### src/rtl/fx2_wb_burst_writer_pkg.sv
// Shared definitions for the FX2 -> Wishbone burst writer and its buffer.
// Latency: n/a (types, constants and width helpers only).
// Backpressure: n/a.
package fx2_wb_burst_writer_pkg;

    // Burst controller states
    typedef enum logic [1:0] {
        ST_IDLE  = 2'd0,
        ST_RUN   = 2'd1,
        ST_DRAIN = 2'd2,
        ST_DONE  = 2'd3
    } state_e;

    localparam int DEF_FIFO_DW = 16;
    localparam int DEF_WB_DW   = 32;

    // Index width for n entries; never narrower than one bit
    function automatic int idx_w(input int n);
        return (n > 1) ? $clog2(n) : 1;
    endfunction

    // Width able to hold the values 0..n inclusive
    function automatic int cnt_w(input int n);
        return $clog2(n + 1);
    endfunction

endpackage

### src/rtl/fx2_wb_sync_fifo.sv
// Generic synchronous FIFO with show-ahead read data, full/empty flags and occupancy count.
// Latency: a pushed entry is visible at pop_dat_o the cycle after the push edge.
// Backpressure: push is accepted when not full or when a pop happens on the same edge.
module fx2_wb_sync_fifo
    import fx2_wb_burst_writer_pkg::*;
#(
    parameter int WIDTH = 32,
    parameter int DEPTH = 8
) (
    input  logic                      clk_i,
    input  logic                      rst_i,
    input  logic                      push_i,
    input  logic [WIDTH-1:0]          push_dat_i,
    input  logic                      pop_i,
    output logic [WIDTH-1:0]          pop_dat_o,
    output logic                      full_o,
    output logic                      empty_o,
    output logic [cnt_w(DEPTH)-1:0]   count_o
);
    localparam int AW = idx_w(DEPTH);
    localparam int CW = cnt_w(DEPTH);

    logic [WIDTH-1:0] mem_q [DEPTH];
    logic [AW-1:0]    wr_ptr_q, rd_ptr_q;
    logic [CW-1:0]    count_q;
    logic             do_push, do_pop;

    assign do_pop  = pop_i && (count_q != '0);
    assign do_push = push_i && ((count_q != CW'(DEPTH)) || do_pop);

    // Storage array; contents are don't-care while empty so it carries no reset
    always_ff @(posedge clk_i) begin
        if (do_push) begin
            mem_q[wr_ptr_q] <= push_dat_i;
        end
    end

    // Pointers and occupancy; DEPTH is a power of two so pointers wrap naturally
    always_ff @(posedge clk_i) begin
        if (rst_i) begin
            wr_ptr_q <= '0;
            rd_ptr_q <= '0;
            count_q  <= '0;
        end else begin
            if (do_push) wr_ptr_q <= wr_ptr_q + AW'(1);
            if (do_pop)  rd_ptr_q <= rd_ptr_q + AW'(1);
            count_q <= count_q + CW'(do_push) - CW'(do_pop);
        end
    end

    assign pop_dat_o = mem_q[rd_ptr_q];
    assign full_o    = (count_q == CW'(DEPTH));
    assign empty_o   = (count_q == '0);
    assign count_o   = count_q;

endmodule

### src/rtl/fx2_wb_burst_writer.sv
// Drains an FX2 slave FIFO, packs words into WB beats and writes one programmed-length pipelined Wishbone burst.
// Latency: busy 1 cycle after start; first FX2 read on the 2nd RUN cycle; a buffered beat strobes the cycle after its push.
// Backpressure: FX2 reads pause while the beat buffer is full; stall_o holds the request; at most MAX_OUT requests await ack.
module fx2_wb_burst_writer
    import fx2_wb_burst_writer_pkg::*;
#(
    parameter int         FIFO_DW   = DEF_FIFO_DW,
    parameter int         WB_DW     = DEF_WB_DW,
    parameter int         ADDR_W    = 32,
    parameter int         LEN_W     = 16,
    parameter int         BUF_DEPTH = 8,
    parameter int         MAX_OUT   = 4,
    parameter logic [1:0] EP_ADDR   = 2'b00
) (
    input  logic                CLKOUT,
    input  logic                rst,
    input  logic                start,
    input  logic [ADDR_W-1:0]   base_addr,
    input  logic [LEN_W-1:0]    len,
    output logic                busy,
    output logic                done,
    input  logic                FLAGA,
    input  logic [FIFO_DW-1:0]  FDATA,
    output logic                SLRD,
    output logic                SLOE,
    output logic                SLWR,
    output logic                IFCLK,
    output logic [1:0]          FIFOADR,
    output logic                cyc_i,
    output logic                stb_i,
    output logic                we_i,
    output logic [WB_DW/8-1:0]  sel_i,
    output logic [ADDR_W-1:0]   addr_i,
    output logic [WB_DW-1:0]    data_i,
    input  logic                sdram_ack,
    input  logic                stall_o
);
    localparam int PACK   = WB_DW / FIFO_DW;
    localparam int PIDX_W = idx_w(PACK);
    localparam int WCNT_W = LEN_W + PIDX_W;
    localparam int OUT_W  = cnt_w(MAX_OUT);

    state_e                       state_q, state_d;
    logic [LEN_W-1:0]             len_q, issued_q, issued_d, acks_q;
    logic [ADDR_W-1:0]            addr_q;
    logic [WCNT_W-1:0]            words_q, words_total;
    logic [OUT_W-1:0]             out_q, out_d;
    logic [PIDX_W-1:0]            pidx_q;
    logic [WB_DW-1:0]             pack_q, beat, f_head;
    logic                         cyc_q, cyc_d, armed_q;
    logic                         in_wb, stb, accept, ack_ok, rd_fire, push;
    logic                         f_full, f_empty;
    logic [cnt_w(BUF_DEPTH)-1:0]  f_count;
    logic                         unused_fcount;

    // Handshake terms for both the FX2 side and the Wishbone side, plus next counter values
    always_comb begin
        in_wb       = (state_q == ST_RUN) || (state_q == ST_DRAIN);
        words_total = WCNT_W'(len_q) * WCNT_W'(PACK);
        stb         = in_wb && !f_empty && (issued_q < len_q) && (out_q < OUT_W'(MAX_OUT));
        accept      = stb && !stall_o;
        ack_ok      = sdram_ack && (out_q != '0);
        // A pop on this edge frees a slot, so a full buffer does not block the read
        rd_fire     = (state_q == ST_RUN) && armed_q && FLAGA && (!f_full || accept)
                      && (words_q < words_total);
        push        = rd_fire && (pidx_q == PIDX_W'(PACK - 1));
        beat        = pack_q;
        beat[int'(pidx_q) * FIFO_DW +: FIFO_DW] = FDATA;
        issued_d    = issued_q + LEN_W'(accept);
        out_d       = out_q;
        if (accept && !ack_ok) begin
            out_d = out_q + OUT_W'(1);
        end else if (!accept && ack_ok) begin
            out_d = out_q - OUT_W'(1);
        end
        cyc_d       = (cyc_q || stb) && !((out_d == '0) && (issued_d == len_q));
    end

    // State register
    always_ff @(posedge CLKOUT) begin
        if (rst) state_q <= ST_IDLE;
        else     state_q <= state_d;
    end

    // Next-state logic and FX2 strobes / status outputs
    always_comb begin
        state_d = state_q;
        busy    = (state_q != ST_IDLE);
        done    = 1'b0;
        SLOE    = 1'b1;
        SLRD    = 1'b1;
        case (state_q)
            ST_IDLE: begin
                if (start) state_d = (len == '0) ? ST_DONE : ST_RUN;
            end
            ST_RUN: begin
                SLOE = 1'b0;
                SLRD = !rd_fire;
                if (rd_fire && ((words_q + WCNT_W'(1)) == words_total)) state_d = ST_DRAIN;
            end
            ST_DRAIN: begin
                if (acks_q == len_q) state_d = ST_DONE;
            end
            ST_DONE: begin
                done    = 1'b1;
                state_d = ST_IDLE;
            end
            default: state_d = ST_IDLE;
        endcase
    end

    // Command latch, word packing, address and transaction counters
    always_ff @(posedge CLKOUT) begin
        if (rst) begin
            len_q    <= '0;
            addr_q   <= '0;
            words_q  <= '0;
            issued_q <= '0;
            acks_q   <= '0;
            out_q    <= '0;
            pidx_q   <= '0;
            pack_q   <= '0;
            cyc_q    <= 1'b0;
            armed_q  <= 1'b0;
        end else if ((state_q == ST_IDLE) && start) begin
            len_q    <= len;
            addr_q   <= base_addr;
            words_q  <= '0;
            issued_q <= '0;
            acks_q   <= '0;
            out_q    <= '0;
            pidx_q   <= '0;
            pack_q   <= '0;
            cyc_q    <= 1'b0;
            armed_q  <= 1'b0;
        end else begin
            // SLOE is low for one full cycle before the first read strobe
            armed_q <= (state_q == ST_RUN);
            if (rd_fire) begin
                pack_q[int'(pidx_q) * FIFO_DW +: FIFO_DW] <= FDATA;
                pidx_q  <= push ? '0 : pidx_q + PIDX_W'(1);
                words_q <= words_q + WCNT_W'(1);
            end
            if (accept) addr_q <= addr_q + ADDR_W'(1);
            if (ack_ok) acks_q <= acks_q + LEN_W'(1);
            issued_q <= issued_d;
            out_q    <= out_d;
            cyc_q    <= cyc_d;
        end
    end

    fx2_wb_sync_fifo #(
        .WIDTH (WB_DW),
        .DEPTH (BUF_DEPTH)
    ) u_buf (
        .clk_i      (CLKOUT),
        .rst_i      (rst),
        .push_i     (push),
        .push_dat_i (beat),
        .pop_i      (accept),
        .pop_dat_o  (f_head),
        .full_o     (f_full),
        .empty_o    (f_empty),
        .count_o    (f_count)
    );

    assign unused_fcount = ^f_count;

    assign SLWR    = 1'b1;
    assign IFCLK   = CLKOUT;
    assign FIFOADR = EP_ADDR;
    assign stb_i   = stb;
    assign cyc_i   = in_wb && (cyc_q || stb);
    assign we_i    = cyc_i;
    assign sel_i   = '1;
    assign addr_i  = addr_q;
    assign data_i  = f_empty ? '0 : f_head;

endmodule
### config.mk
export PLATFORM = sky130hd
export DESIGN_NAME = fx2_wb_burst_writer
export DESIGN_NICKNAME = d
export VERILOG_FILES = /design/src/rtl/fx2_wb_burst_writer_pkg.sv /design/src/rtl/fx2_wb_sync_fifo.sv /design/src/rtl/fx2_wb_burst_writer.sv
export SDC_FILE = /design/constraint.sdc
export NUM_CORES = 1
export LEC_CHECK = 0
export BUFFER_PORTS_ARGS = -buffer_cell sky130_fd_sc_hd__buf_4
export CORE_UTILIZATION = 54
export DETAILED_ROUTE_END_ITERATION = 12
export PLACE_DENSITY_LB_ADDON = 0.2
export SETUP_SLACK_MARGIN = 0.5
export SYNTH_ARGS = -nofsm -noshare
export SYNTH_HDL_FRONTEND = slang
export SYNTH_SLANG_ARGS = --single-unit
### constraint.sdc
create_clock -name CLKOUT -period 6.11 [get_ports CLKOUT]
set_input_delay 0.9165 -clock CLKOUT [delete_from_list [all_inputs] [get_ports CLKOUT]]
set_output_delay 0.9165 -clock CLKOUT [all_outputs]
set_load 0.02 [all_outputs]
==> summary.txt, run 1 <==
crit start category = flop
gr ovfl total = 0
CP top delay family = compound AO/OA/AOI/OAI gates
EDFF count, synth = 256
Total Wirelength = 41.8 mm
Yosys cell types = 76
commonest non-fill, non-tap cells in the layout = 256 x edfxtp_1, 156 x buf_4, 149 x nor2_1, 146 x dfxtp_1, 82 x nand2_1
Seq pwr share = 41.2%
Layout Nets = 1692
Final Cycle Share = 83.2%
worst-path fanout max = 53
Int Pwr = 5390 uW
Worst slew margin = 29.3%
Clock Skew = 17.4 ps
post-synth top area share = 41.5%
CP Class = reg -> out
Post-CTS Setup Inserts = 0
CP Depth = 10
FF-to-FF Start = len_q[7]$_SDFFE_PP0P_
Yosys top cell by area = edfxtp_1
I/O Buffers = 141
VDD IR max = 446 uV
outcome = finished clean
register area share after synthesis = 57.8%
total core area = 33600 um^2
Arr. time, crit path = 4170 ps
Vias/cell = 5.80
worst reg2reg path depth = 18
Post-synth top flop = edfxtp_1
max cap viols = 0
Setup TNS Final = 0 ps
routability cong. = 0.879
Synthesis Warnings = 0
DR pass1 iterations = 5
asr flop ratio synth = 0%
Tightest Pin Transition = 1060 ps
Mean Syn Cell Area = 12.8 um^2
Initial Util = 55.0%
Pwr Density = 360 nW/um^2
top cells by area, synth = edfxtp_1 42%, dfxtp_1 16%, mux4_2 7.8%, xnor2_1 3.6%, mux2i_1 3.5%
total track usage = 24.2%
reg2reg setup slack = 1610 ps
RSZ-0062 raised after global routing = false
Worst R2R End = cyc_q$_SDFF_PP0_
critical path endpoint = SLRD
DRC = 0
worst hold start = u_buf.rd_ptr_q[1]$_SDFFE_PP0P_
Crit-path slowest cell = buf_4
initial antenna violation count = 0
Routed WL per cell = 20.4 um
most common cell after layout, fill and taps aside = edfxtp_1
worst skew pair latency = 660 ps
Worst EP required = 5190 ps
Post-Syn Area = 18500 um^2
NetSw = 2340 uW
FP Rows = 67
final non-filler cell total = 2053
Top Ports = 149
Die ar. = 35000 um^2
number of synthesized register bits = 406
max-slew violation count = 0
Die Wd = 187 um
vias in the first global route = 12.1k
Lkg Pwr = 0.00709 uW
worst min-delay path class = reg -> reg
first-pass GRT wire length = 66.3 mm
TritonCTS clock tree = built
setup violators final = 0
Die H = 187 um
Final Hold Vio Count = 0
area grow syn2layout = 16.0%
minimum hold slack = 485 ps
CP Cell Sequence = inv_1, ha_1, a21o_1, a2111oi_0, o21ai_0, a211o_1, a41oi_4, buf_4, inv_1, buf_4
post-DP HPWL = 27.1 mm
maximum number of pins on one net before global-route repair = 84
initial DRC count = 924
delay of the slowest critical-path stage = 730 ps
via count = 11.9k
# resized after CTS = 0
switch share = 30.3%
CP Launch Point = len_q[5]$_SDFFE_PP0P_
endpoint type of the worst setup path = output pin
Worst Hold Depth = 2
Syn Inst Count = 1451
Routed Antenna Nets = 0
Clk pwr share = 35.6%
Hold Buf Count CTS = 0
Final min period = 5090 ps
layout cells sized above 1 = 21.8%
n_diodes = 0
clock transition at the registers of the reported paths = 60 ps
combinational share of power = 23.2%
crit path buf inv count = 4
Max Fclk = 0.197 GHz
DP Cell Count = 1970
layer usage:
layer	vias to the layer above	GRT usage, %	wire, um
met4	0	6.90	886
met5	-	0	0
met3	63	4.07	2580
met2	413	40.0	20200
met1	5876	32.9	18100
li1	5558	-	-
final cells by class:
type	instances	area [um^2]
Inverter	44	165
Clock buffer	62	1320
Fill cell	2548	12100
Timing Repair Buffer	156	1180
Tap cell	448	561
Clock inverter	22	229
Multi-Input combinational cell	915	7320
Sequential cell	406	10700
cell families (layout without fill, tap and decap cells):
group           after synthesis  in the layout  share of synthesized area (%)
compound gates              170            170                           5.57
xor+xnor                    126            126                           5.96
fa+ha+maj                    52             52                           3.56
buf+inv                     135            284                           3.37
flops                       406            406                           57.8
mux                         161            161                           13.3
other cells                   2              7                         0.0406
simple gates                399            399                           10.5
cells in the mapped netlist (49+ instances only):
library cell  number
mux4_2            64
nand2_1           84
ha_1              51
xor2_1            49
nor2_1           150
xnor2_1           77
mux2i_1           65
a21oi_1           68
edfxtp_1         256
dfxtp_1          150
clkbuf_1          53
worst min-delay path, cell delays in order (launching register included):
cell     delay, ps
dfxtp_1        310
nand2_1         60
a21oi_1         70
how the worst min path moves through the flow:
| stage | end |
|---|---|
| global route | len_q[5]$_SDFFE_PP0P_ |
| finish | flop |
| CTS | flop |
| global placement | flop |
| floorplan | flop |
| detailed placement | flop |
registers in the layout, summed over array words and instances, names as in the netlist, 4 cells and up, named ones only:
| name | count |
|---|---|
| pack_q | 32 |
| addr_i | 32 |
| words_q | 17 |
| u_buf.mem_q | 256 |
| issued_q | 16 |
| u_buf.count_o | 4 |
| len_q | 16 |
| acks_q | 16 |
stage by stage:
stage | instance area [um^2] | util [%] | power (uW) | setup WS, ps
global placement | 19900 | 59.3 | 5040 | 1860
floorplan | 18500 | - | 4360 | 709
CTS | 21500 | 63.9 | 7790 | 1050
detailed placement | 19900 | 59.3 | 5060 | 1740
finish | 21500 | 63.9 | 7730 | 1020
global route | 21500 | 63.9 | 8060 | 810
power by group through the flow:
stage | registers [uW] | clock network, uW | logic, uW
after detailed placement | 3240 | 19.1 | 1800
final | 3180 | 2750 | 1800
after global routing | 3210 | 2900 | 1950
after global placement | 3230 | 19.1 | 1780
after floorplan | 3210 | 19.1 | 1130
after CTS | 3180 | 2790 | 1810
Power figures use the tool's default switching activity.
==> run 2, diff against run 1 <==
Clock period 6.11 ns to 4.15 ns, I/O delays scaled along.
==> run 2 against run 1 <==
Net effect:
- critical path type unchanged
- setup slack worse by 460 ps
- combinational power up 62%
- non-clock buffer count up 39
- register-to-register slack worse by 960 ps
- total power up 51%
- clock-buffer cell count up 6
- sequential power up 45%
- critical path depth unchanged
- cell count up 1.9%
==> summary.txt, run 2 (synthesis results as in run 1) <==
outcome = finished clean
Finished Cell Area = 22200 um^2 (+3.2%)
filler cell count = 2449 (-3.9%)
Pwr Density = 527 nW/um^2 (+46%)
max FFs per register = 256 (unchanged)
Setup TNS Final = 0 ps (unchanged)
Arr. time, crit path = 2970 ps (-1200 ps)
area grow syn2layout = 19.7%
Tightest Pin Transition = 1060 ps (+4.70 ps)
via count = 12.2k (+2.2%)
Initial Util = 55.0% (unchanged)
Seq pwr share = 39.5% (-1.7 points)
Die H = 187 um (unchanged)
first-pass GRT wire length = 67.4 mm (+1.6%)
worst min-delay path class = in -> reg
Final Hold Vio Count = 0 (unchanged)
layout cells sized above 1 = 26.1% (+4.3 points)
Top Ports = 149 (unchanged)
switch share = 30.3% (-0.060 points)
combinational share of power = 25.1% (+1.9 points)
Layout Nets = 1731 (+2.3%)
worst skew pair latency = 670 ps (about the same)
Crit-path slowest cell = dfxtp_1
Die ar. = 35000 um^2 (unchanged)
endpoint type of the worst setup path = output pin
total core area = 33600 um^2 (unchanged)
Finished Core Util = 65.9% (+2.1 points)
Worst EP required = 3530 ps (-1660 ps)
Die Wd = 187 um (unchanged)
worst-path fanout max = 3 (-94%)
initial antenna violation count = 0 (unchanged)
DRC = 0 (unchanged)
Final Cycle Share = 86.5%
delay of the slowest critical-path stage = 330 ps (-400 ps)
Vias/cell = 5.82 (+0.29%)
Clock Skew = 16.1 ps (-1.25 ps)
crit start category = flop
total track usage = 24.8% (+0.60 points)
gr ovfl total = 0 (unchanged)
RSZ-0062 raised after global routing = false
max cap viols = 0 (unchanged)
post-DP HPWL = 26.9 mm (-0.61%)
Top reg by flops = u_buf.mem_q
FP Rows = 67 (unchanged)
Routed WL per cell = 20.7 um (+1.7%)
NetSw = 3530 uW (+51%)
clock transition at the registers of the reported paths = 60 ps (about the same)
Int Pwr = 8140 uW (+51%)
Placement Cell Area = 20300 um^2 (+2.0%)
setup violators final = 0 (unchanged)
Worst slew margin = 29.0% (-0.31 points)
CP Cell Sequence = inv_1, ha_1, a211oi_1, o21ai_1, a211oi_2, buf_4, nor2_1, nor2_1, o21a_1, buf_4
Max Fclk = 0.279 GHz
I/O Buffers = 141 (unchanged)
Routed Antenna Nets = 0 (unchanged)
routability cong. = 0.913 (+3.9%)
final non-filler cell total = 2093 (+1.9%)
Clk pwr share = 35.5% (about the same)
vias in the first global route = 12.1k (-0.14%)
most common cell after layout, fill and taps aside = edfxtp_1
Total Wirelength = 43.3 mm (+3.7%)
CP Class = reg -> out
VDD IR max = 519 uV (+16%)
max-slew violation count = 0 (unchanged)
DP Cell Count = 1996 (+1.3%)
Final min period = 3590 ps
initial DRC count = 839 (-9.2%)
Lkg Pwr = 0.00733 uW (+3.4%)
commonest non-fill, non-tap cells in the layout = 256 x edfxtp_1, 182 x buf_4, 147 x nor2_1, 136 x dfxtp_1, 78 x nand2_1
maximum number of pins on one net before global-route repair = 84 (unchanged)
TritonCTS clock tree = built
DR pass1 iterations = 5 (unchanged)
[run 2: repair_timing]
| item | CTS | global route |
|---|---|---|
| endpoints found under the setup margin | 2 | 8 |
| hold buffers | 0 | 0 |
| resized for setup | 35 | 13 |
| buffers inserted | 9 | 4 |
| pin swaps | 9 | 7 |
[run 2: critical path, delay by kind of cell (launching register included)]
| kind | cells | cell delay (ps) |
|---|---|---|
| fa+ha+maj | 1 | 320 |
| buf+inv | 3 | 440 |
| simple gates | 2 | 310 |
| flops | 1 | 330 |
| compound gates | 4 | 890 |
[run 2: routing by layer]
layer	track usage (%)	wire, um	part of all wire, %
met1	34.1	18700	43
met4	7.35	879	2.0
met2	40.5	20800	48
met5	0	0	0
met3	4.33	2920	6.7
[run 2: area by class of cell]
class | instances | area (um^2) | share of cell area, %
repair buffers | 195 | 1620 | 7.32
flip-flops and latches | 406 | 10700 | 48.4
diodes | 1 | 2.50 | 0.0113
multi-input cells | 915 | 7540 | 34.0
inverters | 44 | 173 | 0.779
clock buffers | 68 | 1310 | 5.90
clock inverters | 16 | 239 | 1.08
well taps | 448 | 561 | 2.53
[run 2: metrics by stage]
| stage | worst slack (ps) | power, uW | hold slack, ps |
|---|---|---|---|
| 2_1_floorplan | 507 | 6430 | 454 |
| 3_3_place_gp | 371 | 7480 | 464 |
| 3_5_place_dp | 216 | 7510 | 477 |
| 4_1_cts | 494 | 11700 | 190 |
| 5_1_grt | 497 | 12100 | 198 |
| 6_report | 562 | 11700 | 211 |
[run 2: final timing paths]
kind              slack [ps]  depth (start not counted)                endpoint                           start
setup reg to reg         650                         17        cyc_q$_SDFF_PP0_          len_q[13]$_SDFFE_PP0P_
hold reg to reg          480                          2                    flop  u_buf.rd_ptr_q[1]$_SDFFE_PP0P_
hold / removal           210                          3  len_q[12]$_SDFFE_PP0P_                         len[12]
setup / recovery         560                         10                    we_i           len_q[2]$_SDFFE_PP0P_
[run 2: power groups by stage]
stage | clock network, uW | registers (uW) | logic, uW
6_report | 4140 | 4610 | 2920
3_3_place_gp | 28.2 | 4700 | 2750
3_5_place_dp | 28.2 | 4710 | 2770
2_1_floorplan | 28.2 | 4720 | 1680
4_1_cts | 4190 | 4620 | 2890
5_1_grt | 4350 | 4630 | 3160
==> run 3, diff against run 2 <==
Settings changed: CTS_BUF_LIST from default to sky130_fd_sc_hd__clkbuf_8.
Clock period 4.15 ns to 4.1 ns, I/O delays scaled along.
==> run 3 against run 2 <==
Net effect:
- sequential share of layout area increased by 0.15 points
- wire length decreased by 0.79%
- largest cell class unchanged
- critical path type unchanged
- clock skew increased by 17 ps
- utilization decreased by 0.17 points
- design area decreased by 0.25%
- hold slack got worse by 31 ps
==> summary.txt, run 3 (synthesis results as in run 1) <==
outcome = finished clean
Die Wd = 187 um (unchanged)
Routed WL per cell = 20.1 um (-3.0%)
total power = 11300 uW (-3.5%)
Die H = 187 um (unchanged)
Setup TNS Final = 0 ps (unchanged)
initial DRC count = 894 (+6.6%)
I/O Buffers = 141 (unchanged)
maximum number of pins on one net before global-route repair = 84 (unchanged)
worst min-delay path class = in -> reg
Final Cycle Share = 86.5%
clock transition at the registers of the reported paths = 60 ps (about the same)
Die ar. = 35000 um^2 (unchanged)
area grow syn2layout = 19.4%
worst-path fanout max = 3 (unchanged)
max cap viols = 0 (unchanged)
delay of the slowest critical-path stage = 370 ps (+40 ps)
Arr. time, crit path = 2930 ps (-40 ps)
endpoint type of the worst setup path = output pin
initial antenna violation count = 0 (unchanged)
setup violators final = 0 (unchanged)
CP Cell Sequence = inv_4, ha_4, and4_1, a2111oi_2, o21ai_1, a211o_1, a41oi_4, buf_6, inv_2, buf_6
RSZ-0062 raised after global routing = true
via count = 12.2k (+0.18%)
switch share = 31.7% (+1.4 points)
layout cells sized above 1 = 28.1% (+2.0 points)
TritonCTS clock tree = built
Initial Util = 55.0% (unchanged)
Int Pwr = 7690 uW (-5.5%)
Max Fclk = 0.282 GHz
Lkg Pwr = 0.00743 uW (+1.3%)
crit start category = flop
vias in the first global route = 12.4k (+2.7%)
Worst EP required = 3480 ps (-50 ps)
post-DP HPWL = 27.2 mm (+1.2%)
Vias/cell = 5.70 (-2.1%)
VDD IR max = 497 uV (-4.1%)
most common cell after layout, fill and taps aside = edfxtp_1
max FFs per register = 256 (unchanged)
Top Ports = 149 (unchanged)
DRC = 0 (unchanged)
Clock Skew = 33.2 ps (+17.1 ps)
first-pass GRT wire length = 67.6 mm (+0.32%)
Seq pwr share = 41.4% (+1.9 points)
total track usage = 24.8% (about the same)
total core area = 33600 um^2 (unchanged)
gr ovfl total = 0 (unchanged)
Top reg by flops = u_buf.mem_q
NetSw = 3570 uW (+1.1%)
Pwr Density = 510 nW/um^2 (-3.2%)
max-slew violation count = 0 (unchanged)
Hold Buf Count CTS = 0 (unchanged)
worst skew pair latency = 710 ps (+40 ps)
Total Wirelength = 43.0 mm (-0.79%)
Tightest Pin Transition = 1060 ps (-6.04 ps)
Final min period = 3550 ps
n_diodes = 0 (-1)
Layout Nets = 1761 (+1.7%)
commonest non-fill, non-tap cells in the layout = 256 x edfxtp_1, 188 x buf_4, 145 x nor2_1, 130 x dfxtp_1, 84 x clkbuf_8
Crit-path slowest cell = a211o_1
routability cong. = 0.858 (-6.1%)
Worst path most repeated cell = buf_6
Worst slew margin = 29.4% (+0.40 points)
CP Class = reg -> out
DR pass1 iterations = 5 (unchanged)
Routed Antenna Nets = 0 (unchanged)
combinational share of power = 26.1% (+1.0 points)
FP Rows = 67 (unchanged)
Clk pwr share = 32.5% (-3.0 points)
Final Hold Vio Count = 0 (unchanged)
-- run 3: changes by cell type in the layout (fill, tap and decap cells not counted), sizes merged --
cell    before  now
clkinv       8   14
inv         45   69
bufinv       5    2
buf        196  201
diode        1    0
clkbuf      67   84
-- run 3: final cells by class --
| cell class | instances | area [um^2] |
|---|---|---|
| Clock buffer | 85 | 1160 |
| Multi-Input combinational cell | 915 | 7600 |
| Fill cell | 2476 | 11500 |
| Clock inverter | 43 | 245 |
| Tap cell | 448 | 561 |
| Inverter | 44 | 170 |
| Timing Repair Buffer | 200 | 1650 |
| Sequential cell | 406 | 10700 |
-- run 3: layer usage --
| metal | wire length (um) | vias up | global-route usage, % |
|---|---|---|---|
| met2 | 20400 | 415 | 39.7 |
| met3 | 2830 | 70 | 5.01 |
| met5 | 0 | - | 0 |
| met1 | 18700 | 6005 | 33.8 |
| met4 | 1040 | 0 | 8.58 |
| li1 | - | 5709 | - |
-- run 3: power groups by stage --
stage	sequential, uW	combinational (uW)	clock (uW)
global placement	4750	2770	28.5
global route	4690	3160	3930
CTS	4670	2890	3730
detailed placement	4760	2810	28.5
finish	4660	2940	3660
floorplan	4780	1700	28.5
-- run 3: metrics by stage --
stage | std cells | instance area, um^2 | hold WS (ps) | util, % | setup slack [ps]
after floorplan | 1456 | 18700 | 454 | - | 503
after global placement | 2003 | 20400 | 466 | 60.6 | 369
after detailed placement | 2003 | 20400 | 468 | 60.6 | 251
after CTS | 2139 | 21900 | 151 | 65.3 | 487
after global routing | 2141 | 22100 | 174 | 65.8 | 448
final | 2141 | 22100 | 180 | 65.8 | 552
-- run 3: worst paths after layout --
path                           start                 endpoint  depth (start not counted)  slack, ps
max            len_q[6]$_SDFFE_PP0P_                     SLRD                         10        550
min                           len[5]    len_q[5]$_SDFFE_PP0P_                          3        180
max reg2reg   issued_q[8]$_SDFF_PP0_         cyc_q$_SDFF_PP0_                         16        600
min reg2reg  pack_q[14]$_SDFFE_PP0N_  pack_q[14]$_SDFFE_PP0N_                          2        490
-- run 3: timing repair --
| item | 4_1_cts | 5_1_grt |
|---|---|---|
| pin swaps | 11 | 13 |
| resized for setup | 28 | 30 |
| setup buffers | 9 | 2 |
| setup endpoints to repair | 4 | 6 |
-- run 3: critical path, delay by kind of cell, from the launching register on --
kind | cells | cell delay, ps
AOI/OAI and AO/OA | 4 | 1090
adders and majority gates | 1 | 210
buffers and inverters | 4 | 370
DFF | 1 | 350
and+or+nand+nor | 1 | 210
